===== src/rtl/fp_pkg.sv =====
// Shared definitions for the floating-point alignment datapath.
//   FP_EXP_W / FP_FRAC_W : default exponent and stored-fraction widths (binary32)
//   FP_MANT_W            : working mantissa width (hidden + fraction + guard/round/sticky)
//   fp_class_e           : operand classification
package fp_pkg;

    localparam int unsigned FP_EXP_W  = 8;
    localparam int unsigned FP_FRAC_W = 23;
    localparam int unsigned FP_MANT_W = FP_FRAC_W + 4;

    typedef enum logic [2:0] {
        FP_ZERO    = 3'd0,
        FP_SUBNORM = 3'd1,
        FP_NORM    = 3'd2,
        FP_INF     = 3'd3,
        FP_NAN     = 3'd4
    } fp_class_e;

endpackage


===== src/rtl/fp_shift_sticky.sv =====
// Combinational right shift that keeps a sticky bit.
// The result LSB is the OR of the shifted LSB and every bit shifted out, so no
// nonzero information is lost for later rounding. Shifts of MANT_W or more
// collapse the whole operand into the sticky position.
// Ports:
//   in    : mantissa to shift (MANT_W)
//   shamt : right shift amount (SH_W)
//   out   : shifted mantissa with sticky in bit 0 (MANT_W, combinational)
module fp_shift_sticky #(
    parameter int unsigned MANT_W = 27,
    parameter int unsigned SH_W   = 8
) (
    input  logic [MANT_W-1:0] in,
    input  logic [SH_W-1:0]   shamt,
    output logic [MANT_W-1:0] out
);

    logic [MANT_W-1:0] shifted;
    logic [MANT_W-1:0] lost_mask;
    logic              lost;
    logic              sticky_all;

    // Shifted value plus OR-reduction of the bits that fall off the bottom.
    always_comb begin
        shifted    = in >> shamt;
        lost_mask  = ~({MANT_W{1'b1}} << shamt);
        lost       = |(in & lost_mask);
        sticky_all = |in;
        if (32'(shamt) >= MANT_W) begin
            out = {{(MANT_W-1){1'b0}}, sticky_all};
        end else begin
            out = {shifted[MANT_W-1:1], shifted[0] | lost};
        end
    end

endmodule


===== src/rtl/fp_align_stage.sv =====
// Two-stage exponent alignment front end for an IEEE-754 adder.
//   Stage 1: classify both operands, compare magnitudes, swap so "big" is the
//            larger one, compute the exponent difference.
//   Stage 2: shift the smaller mantissa right by the difference with sticky.
// Latency 2 cycles, one transfer per cycle, valid/ready on both sides.
// Build option: FP_ALIGN_FTZ_EN -- subnormal inputs are flushed to signed zero
// before compare and shift. Undefined by default (subnormals kept).
// Ports:
//   clk, rst                   : clock, synchronous active-high reset
//   in_valid, in_ready, x, y   : input handshake and operands
//   out_valid, out_ready       : output handshake
//   out_sign                   : sign of the larger-magnitude operand
//   out_sub                    : effective subtraction (sign_x ^ sign_y)
//   out_exp                    : effective exponent of the larger operand
//   out_mant_big/out_mant_small: aligned mantissas {hidden, frac, g, r, s}
//   out_nan, out_inf, out_zero : special-case flags
module fp_align_stage
    import fp_pkg::*;
#(
    parameter int unsigned  EXP_W  = FP_EXP_W,
    parameter int unsigned  FRAC_W = FP_FRAC_W,
    localparam int unsigned MANT_W = FRAC_W + 4,
    localparam int unsigned OP_W   = 1 + EXP_W + FRAC_W
) (
    input  logic              clk,
    input  logic              rst,
    input  logic              in_valid,
    output logic              in_ready,
    input  logic [OP_W-1:0]   x,
    input  logic [OP_W-1:0]   y,
    output logic              out_valid,
    input  logic              out_ready,
    output logic              out_sign,
    output logic              out_sub,
    output logic [EXP_W-1:0]  out_exp,
    output logic [MANT_W-1:0] out_mant_big,
    output logic [MANT_W-1:0] out_mant_small,
    output logic              out_nan,
    output logic              out_inf,
    output logic              out_zero
);

    // Operand class from (possibly flushed) exponent and fraction.
    function automatic fp_class_e classify(input logic [EXP_W-1:0]  e,
                                           input logic [FRAC_W-1:0] f);
        fp_class_e c;
        if (e == '0) begin
            c = (f == '0) ? FP_ZERO : FP_SUBNORM;
        end else if (e == '1) begin
            c = (f == '0) ? FP_INF : FP_NAN;
        end else begin
            c = FP_NORM;
        end
        return c;
    endfunction

    // ---------------- operand decode ----------------
    logic              x_s, y_s;
    logic [EXP_W-1:0]  x_e, y_e;
    logic [FRAC_W-1:0] x_f, y_f;

    assign x_s = x[OP_W-1];
    assign y_s = y[OP_W-1];
    assign x_e = x[OP_W-2:FRAC_W];
    assign y_e = y[OP_W-2:FRAC_W];

`ifdef FP_ALIGN_FTZ_EN
    // Subnormals become signed zero: fraction dropped when exponent is 0.
    assign x_f = (x_e == '0) ? '0 : x[FRAC_W-1:0];
    assign y_f = (y_e == '0) ? '0 : y[FRAC_W-1:0];
`else
    assign x_f = x[FRAC_W-1:0];
    assign y_f = y[FRAC_W-1:0];
`endif

    // ---------------- stage 1 combinational ----------------
    fp_class_e         x_cls, y_cls;
    logic              x_ge_y;
    logic              big_s;
    logic [EXP_W-1:0]  big_e, sml_e;
    logic [FRAC_W-1:0] big_f, sml_f;
    logic [EXP_W-1:0]  big_ee, sml_ee;
    logic [MANT_W-1:0] big_m, sml_m;
    logic [EXP_W-1:0]  shamt;
    logic              nan_d, inf_d, zero_d;

    // Magnitude compare/swap, effective exponents and special-case flags.
    always_comb begin
        x_cls  = classify(x_e, x_f);
        y_cls  = classify(y_e, y_f);
        // Ties go to x.
        x_ge_y = {x_e, x_f} >= {y_e, y_f};
        big_s  = x_ge_y ? x_s : y_s;
        big_e  = x_ge_y ? x_e : y_e;
        big_f  = x_ge_y ? x_f : y_f;
        sml_e  = x_ge_y ? y_e : x_e;
        sml_f  = x_ge_y ? y_f : x_f;
        // Exponent field 0 means effective exponent 1 with no hidden bit.
        big_ee = (big_e == '0) ? EXP_W'(1) : big_e;
        sml_ee = (sml_e == '0) ? EXP_W'(1) : sml_e;
        big_m  = {big_e != '0, big_f, 3'b000};
        sml_m  = {sml_e != '0, sml_f, 3'b000};
        // Never negative: big has the larger {exp,frac}, hence the larger effective exponent.
        shamt  = big_ee - sml_ee;
        nan_d  = (x_cls == FP_NAN) || (y_cls == FP_NAN) ||
                 ((x_cls == FP_INF) && (y_cls == FP_INF) && (x_s != y_s));
        // An infinite operand always wins the magnitude compare, so big_s is its sign.
        inf_d  = !nan_d && ((x_cls == FP_INF) || (y_cls == FP_INF));
        zero_d = (x_cls == FP_ZERO) && (y_cls == FP_ZERO);
    end

    // ---------------- handshake ----------------
    logic s1_valid;
    logic s1_load;
    logic s2_adv;

    assign s2_adv   = !out_valid || out_ready;
    assign s1_load  = !s1_valid || s2_adv;
    assign in_ready = !rst && s1_load;

    // ---------------- stage 1 registers ----------------
    logic              s1_sign, s1_sub;
    logic [EXP_W-1:0]  s1_exp;
    logic [EXP_W-1:0]  s1_shamt;
    logic [MANT_W-1:0] s1_mant_big, s1_mant_small;
    logic              s1_nan, s1_inf, s1_zero;

    // Capture classified/swapped operands whenever stage 1 can accept.
    always_ff @(posedge clk) begin
        if (rst) begin
            s1_valid      <= 1'b0;
            s1_sign       <= 1'b0;
            s1_sub        <= 1'b0;
            s1_exp        <= '0;
            s1_shamt      <= '0;
            s1_mant_big   <= '0;
            s1_mant_small <= '0;
            s1_nan        <= 1'b0;
            s1_inf        <= 1'b0;
            s1_zero       <= 1'b0;
        end else if (s1_load) begin
            s1_valid <= in_valid;
            if (in_valid) begin
                s1_sign       <= big_s;
                s1_sub        <= x_s ^ y_s;
                s1_exp        <= big_ee;
                s1_shamt      <= shamt;
                s1_mant_big   <= big_m;
                s1_mant_small <= sml_m;
                s1_nan        <= nan_d;
                s1_inf        <= inf_d;
                s1_zero       <= zero_d;
            end
        end
    end

    // ---------------- stage 2: align ----------------
    logic [MANT_W-1:0] aligned;

    fp_shift_sticky #(
        .MANT_W (MANT_W),
        .SH_W   (EXP_W)
    ) u_shift (
        .in    (s1_mant_small),
        .shamt (s1_shamt),
        .out   (aligned)
    );

    // Output registers; payload only changes when the output slot advances.
    always_ff @(posedge clk) begin
        if (rst) begin
            out_valid      <= 1'b0;
            out_sign       <= 1'b0;
            out_sub        <= 1'b0;
            out_exp        <= '0;
            out_mant_big   <= '0;
            out_mant_small <= '0;
            out_nan        <= 1'b0;
            out_inf        <= 1'b0;
            out_zero       <= 1'b0;
        end else if (s2_adv) begin
            out_valid <= s1_valid;
            if (s1_valid) begin
                out_sign       <= s1_sign;
                out_sub        <= s1_sub;
                out_exp        <= s1_exp;
                out_mant_big   <= s1_mant_big;
                out_mant_small <= aligned;
                out_nan        <= s1_nan;
                out_inf        <= s1_inf;
                out_zero       <= s1_zero;
            end
        end
    end

endmodule


===== config.mk =====
export PLATFORM = sky130hd
export DESIGN_NAME = fp_align_stage
export DESIGN_NICKNAME = d
export VERILOG_FILES = /design/src/rtl/fp_pkg.sv /design/src/rtl/fp_shift_sticky.sv /design/src/rtl/fp_align_stage.sv
export SDC_FILE = /design/constraint.sdc
export NUM_CORES = 1
export LEC_CHECK = 0
export BUFFER_PORTS_ARGS = -buffer_cell sky130_fd_sc_hd__buf_4
export CAP_MARGIN = 20
export CORE_MARGIN = 8
export CORE_UTILIZATION = 35
export CTS_CLUSTER_DIAMETER = 100
export DETAILED_ROUTE_END_ITERATION = 6
export HOLD_SLACK_MARGIN = 0.15
export PLACE_DENSITY = 0.52
export SLEW_MARGIN = 15
export SYNTH_ARGS = -nofsm -noshare
export SYNTH_HDL_FRONTEND = slang
export SYNTH_HIERARCHICAL = 1
export SYNTH_SLANG_ARGS = --single-unit

===== constraint.sdc =====
create_clock -name clk -period 3.8 [get_ports clk]
set_input_delay 0 -clock clk [delete_from_list [all_inputs] [get_ports clk]]
set_output_delay 0 -clock clk [all_outputs]
set_load 0.02 [all_outputs]

==> run metrics <==
outcome finished, final reports clean; RePlAce Congestion approximately 0.9; detailed-route wire length per cell ~18 um; vias in the first global route approximately 9200; FF-to-FF Start s1_shamt[0]; clk_skew between 0.01 and 0.015 ns; Critical Path AT 4.01 ns; Slew @ Worst Pin ~0.85 ns; final hold slack 0.178 ns; Power Dens Cells roughly 430 nW/um2; Synth area leaders dfxtp_1, nand2_1, a21oi_1; Pins Over Slew Limit 0; Vert. Die Dim 171 um; largest net degree at the start of global routing 74; ANT nets after route 0; area added between synthesis and finish 37.3%; drt first pass iters 5; R2R Path End out_mant_small[0]; Final #Nets 1495; CTS tree done; CTS sink cnt 135; Slew HR approximately 43%; HP Class in2reg; Die W 171 um; I/O pin cnt 137; Inserted Clock Buffers 17; routed vias approximately 9200; Yosys Warn Count 6; FF+latch count, synth approximately 140; total negative slack 0 ns; Post-Route WL just over 30 mm; post-synth design cell area around 8400 um2; Clock Tree Buf Depth 2; placed inst area 9880 um2; Seq/Total Area, Yosys between 30% and 40%; crit path capture s1_shamt[6]; initial antenna violation count 0; final instance area around 12000 um2; Via density 5.33; peak supply drop ~0.28 mV; CP Class in2reg; CP max FO 7; pre-CTS setup slack approximately 0.07 ns; Syn Area/Cell around 7.3 um2; worst reg2reg path depth 8; RSZ-0062 raised after global routing no; total leakage power between 0.004 and 0.005 uW; layout cells sized above 1 approximately 17%; Worst-Skew Late Latency 0.43 ns; Yosys top cell area share between 30% and 40%; Remaining DRCs 0; ys async rst share 0%; Crit. End Element flop; Initial Util between 30% and 40%; post-layout min period ~3.7 ns; WP data required between 4 and 5 ns; final worst-path cycle share 96.4%; final hold violations 0; post-synth top area cell dfxtp_1; Max Cap Viol 0; Synth Instances around 1200; first-pass GRT wire length roughly 49 mm; port bufs 133; Worst Setup SP x[21]; CTS clk-pin slew, worst paths 0.07 ns; Startpoint Class primary input; final setup margin 0.136 ns; Antenna Cells 0; grt total ovfl 0; num rows 57; CORE AREA 24000 um2; Main synth FF type dfxtp_1; Starting DRT DRC Count 655; Root Driver clkbuf_16; H-tree depth 4; hpwl dp ~22 mm; fmax approximately 270 MHz; EDFF count, synth 0; Final setup viols 0; R2R Setup Slk roughly 0.83 ns; total power slightly below 5000 uW; number of unique standard cell types used by synthesis 72; DIE AREA 29300 um2; GRT Overall Usage 20.7%
[power by group]
part	internal, uW	leakage [uW]	switching, uW	total [uW]
clock network	951	0.000287	751	1700
registers	1510	0.00111	123	1640
logic	696	0.00338	925	1620
[stage by stage]
stage                     std cells  utilization, %
after floorplan                1169               -
after global placement         1583            41.2
after detailed placement       1583            41.2
after CTS                      1721            48.1
after global routing           1725            48.3
final                          1725            48.3
[sequential cells by signal, indices dropped and copies added, names as in the netlist, 8 cells and up]
name / count
out_exp: 8
out_mant_big: 24
out_mant_small: 27
s1_exp: 8
s1_mant_big: 24
s1_mant_small: 24
s1_shamt: 8
[metal layers]
metal / GRT usage [%] / share of wire, % / vias to the layer above
met4: 6.20 / 1.7 / 0
met5: 0 / 0 / -
li1: - / - / 4548
met1: 27.6 / 47 / 4342
met2: 33.5 / 45 / 270
met3: 4.04 / 5.6 / 39
[cell usage after synthesis (7+ instances only)]
| cell type | number |
|---|---|
| a211oi_1 | 34 |
| a21oi_1 | 136 |
| a311oi_1 | 29 |
| buf_2 | 15 |
| clkbuf_1 | 57 |
| dfxtp_1 | 135 |
| ha_1 | 38 |
| inv_1 | 38 |
| mux2_2 | 10 |
| mux2i_1 | 20 |
| mux4_2 | 7 |
| nand2_1 | 248 |
| nand3_1 | 14 |
| nand4_1 | 16 |
| nor2_1 | 147 |
| nor2b_1 | 9 |
| nor3_1 | 22 |
| nor4_1 | 19 |
| o21ai_0 | 37 |
[cell usage in the layout (no fill, tap or decap), types with 5 or more instances in the layout]
| cell | instances |
|---|---|
| a211oi_1 | 34 |
| a21oi_1 | 135 |
| a22oi_1 | 6 |
| a311oi_1 | 29 |
| buf_4 | 173 |
| clkbuf_16 | 17 |
| conb_1 | 17 |
| dfxtp_1 | 135 |
| dlygate4sd3_1 | 107 |
| ha_1 | 38 |
| inv_1 | 38 |
| inv_6 | 5 |
| mux2_2 | 10 |
| mux2i_1 | 20 |
| mux4_1 | 5 |
| mux4_2 | 7 |
| nand2_1 | 247 |
| nand3_1 | 14 |
| nand4_1 | 16 |
| nor2_1 | 146 |
| nor2b_1 | 8 |
| nor3_1 | 22 |
| nor4_1 | 19 |
| o211ai_1 | 6 |
| o21a_1 | 6 |
| o21ai_0 | 36 |
| o22ai_1 | 6 |
| or3_1 | 6 |
| xnor2_1 | 5 |
[layout make-up]
type	count	area, um2
clock buffers	18	439
clock inverters	14	156
fillers	2504	12400
inverters	40	150
multi-input cells	912	5320
flip-flops and latches	135	2700
well taps	324	405
repair buffers	282	2410
[kinds of logic after synthesis]
family	Yosys count	share of synthesized area [%]
AND/OR/NAND/NOR	504	25.3
AO/OA/AOI/OAI	300	22.6
flip-flops	135	32.0
buffers and inverters	122	5.96
multiplexers	43	7.26
adder cells (fa/ha/maj)	39	5.87
XOR/XNOR	9	0.934
other	1	0.0444
[worst min path at each step]
stage / cells past startpoint / from / endpoint
after global routing: 5 / y[29] / s1_mant_big[26]
after CTS: 6 / x[29] / s1_exp[6]
after detailed placement: 3 / in_valid / s1_valid
final: 6 / x[29] / s1_exp[6]
after floorplan: 2 / in_valid / s1_valid
after global placement: 3 / in_valid / s1_valid
[worst max-delay path, cell delays in order]
cell           delay (ns)
dlygate4sd3_1        0.53
buf_4                0.15
ha_1                 0.30
nand4_1              0.12
or4_4                0.52
a31oi_4              0.29
nor2_4               0.11
buf_4                0.14
buf_4                0.15
a21oi_1              0.28
inv_1                0.10
fa_1                 0.44
nor2b_1              0.12
o21ai_0              0.08
nand2b_1             0.11
a21o_1               0.12
a21oi_1              0.07
xnor2_1              0.13
nand2_1              0.07
a21oi_1              0.17
[what timing repair did]
item	4_1_cts	5_1_grt
resized for setup	0	7
endpoints found under the hold margin	61	1
setup buffers	0	3
hold buffers	106	1
endpoints found under the setup margin	0	22
Power figures use the tool's default switching activity.
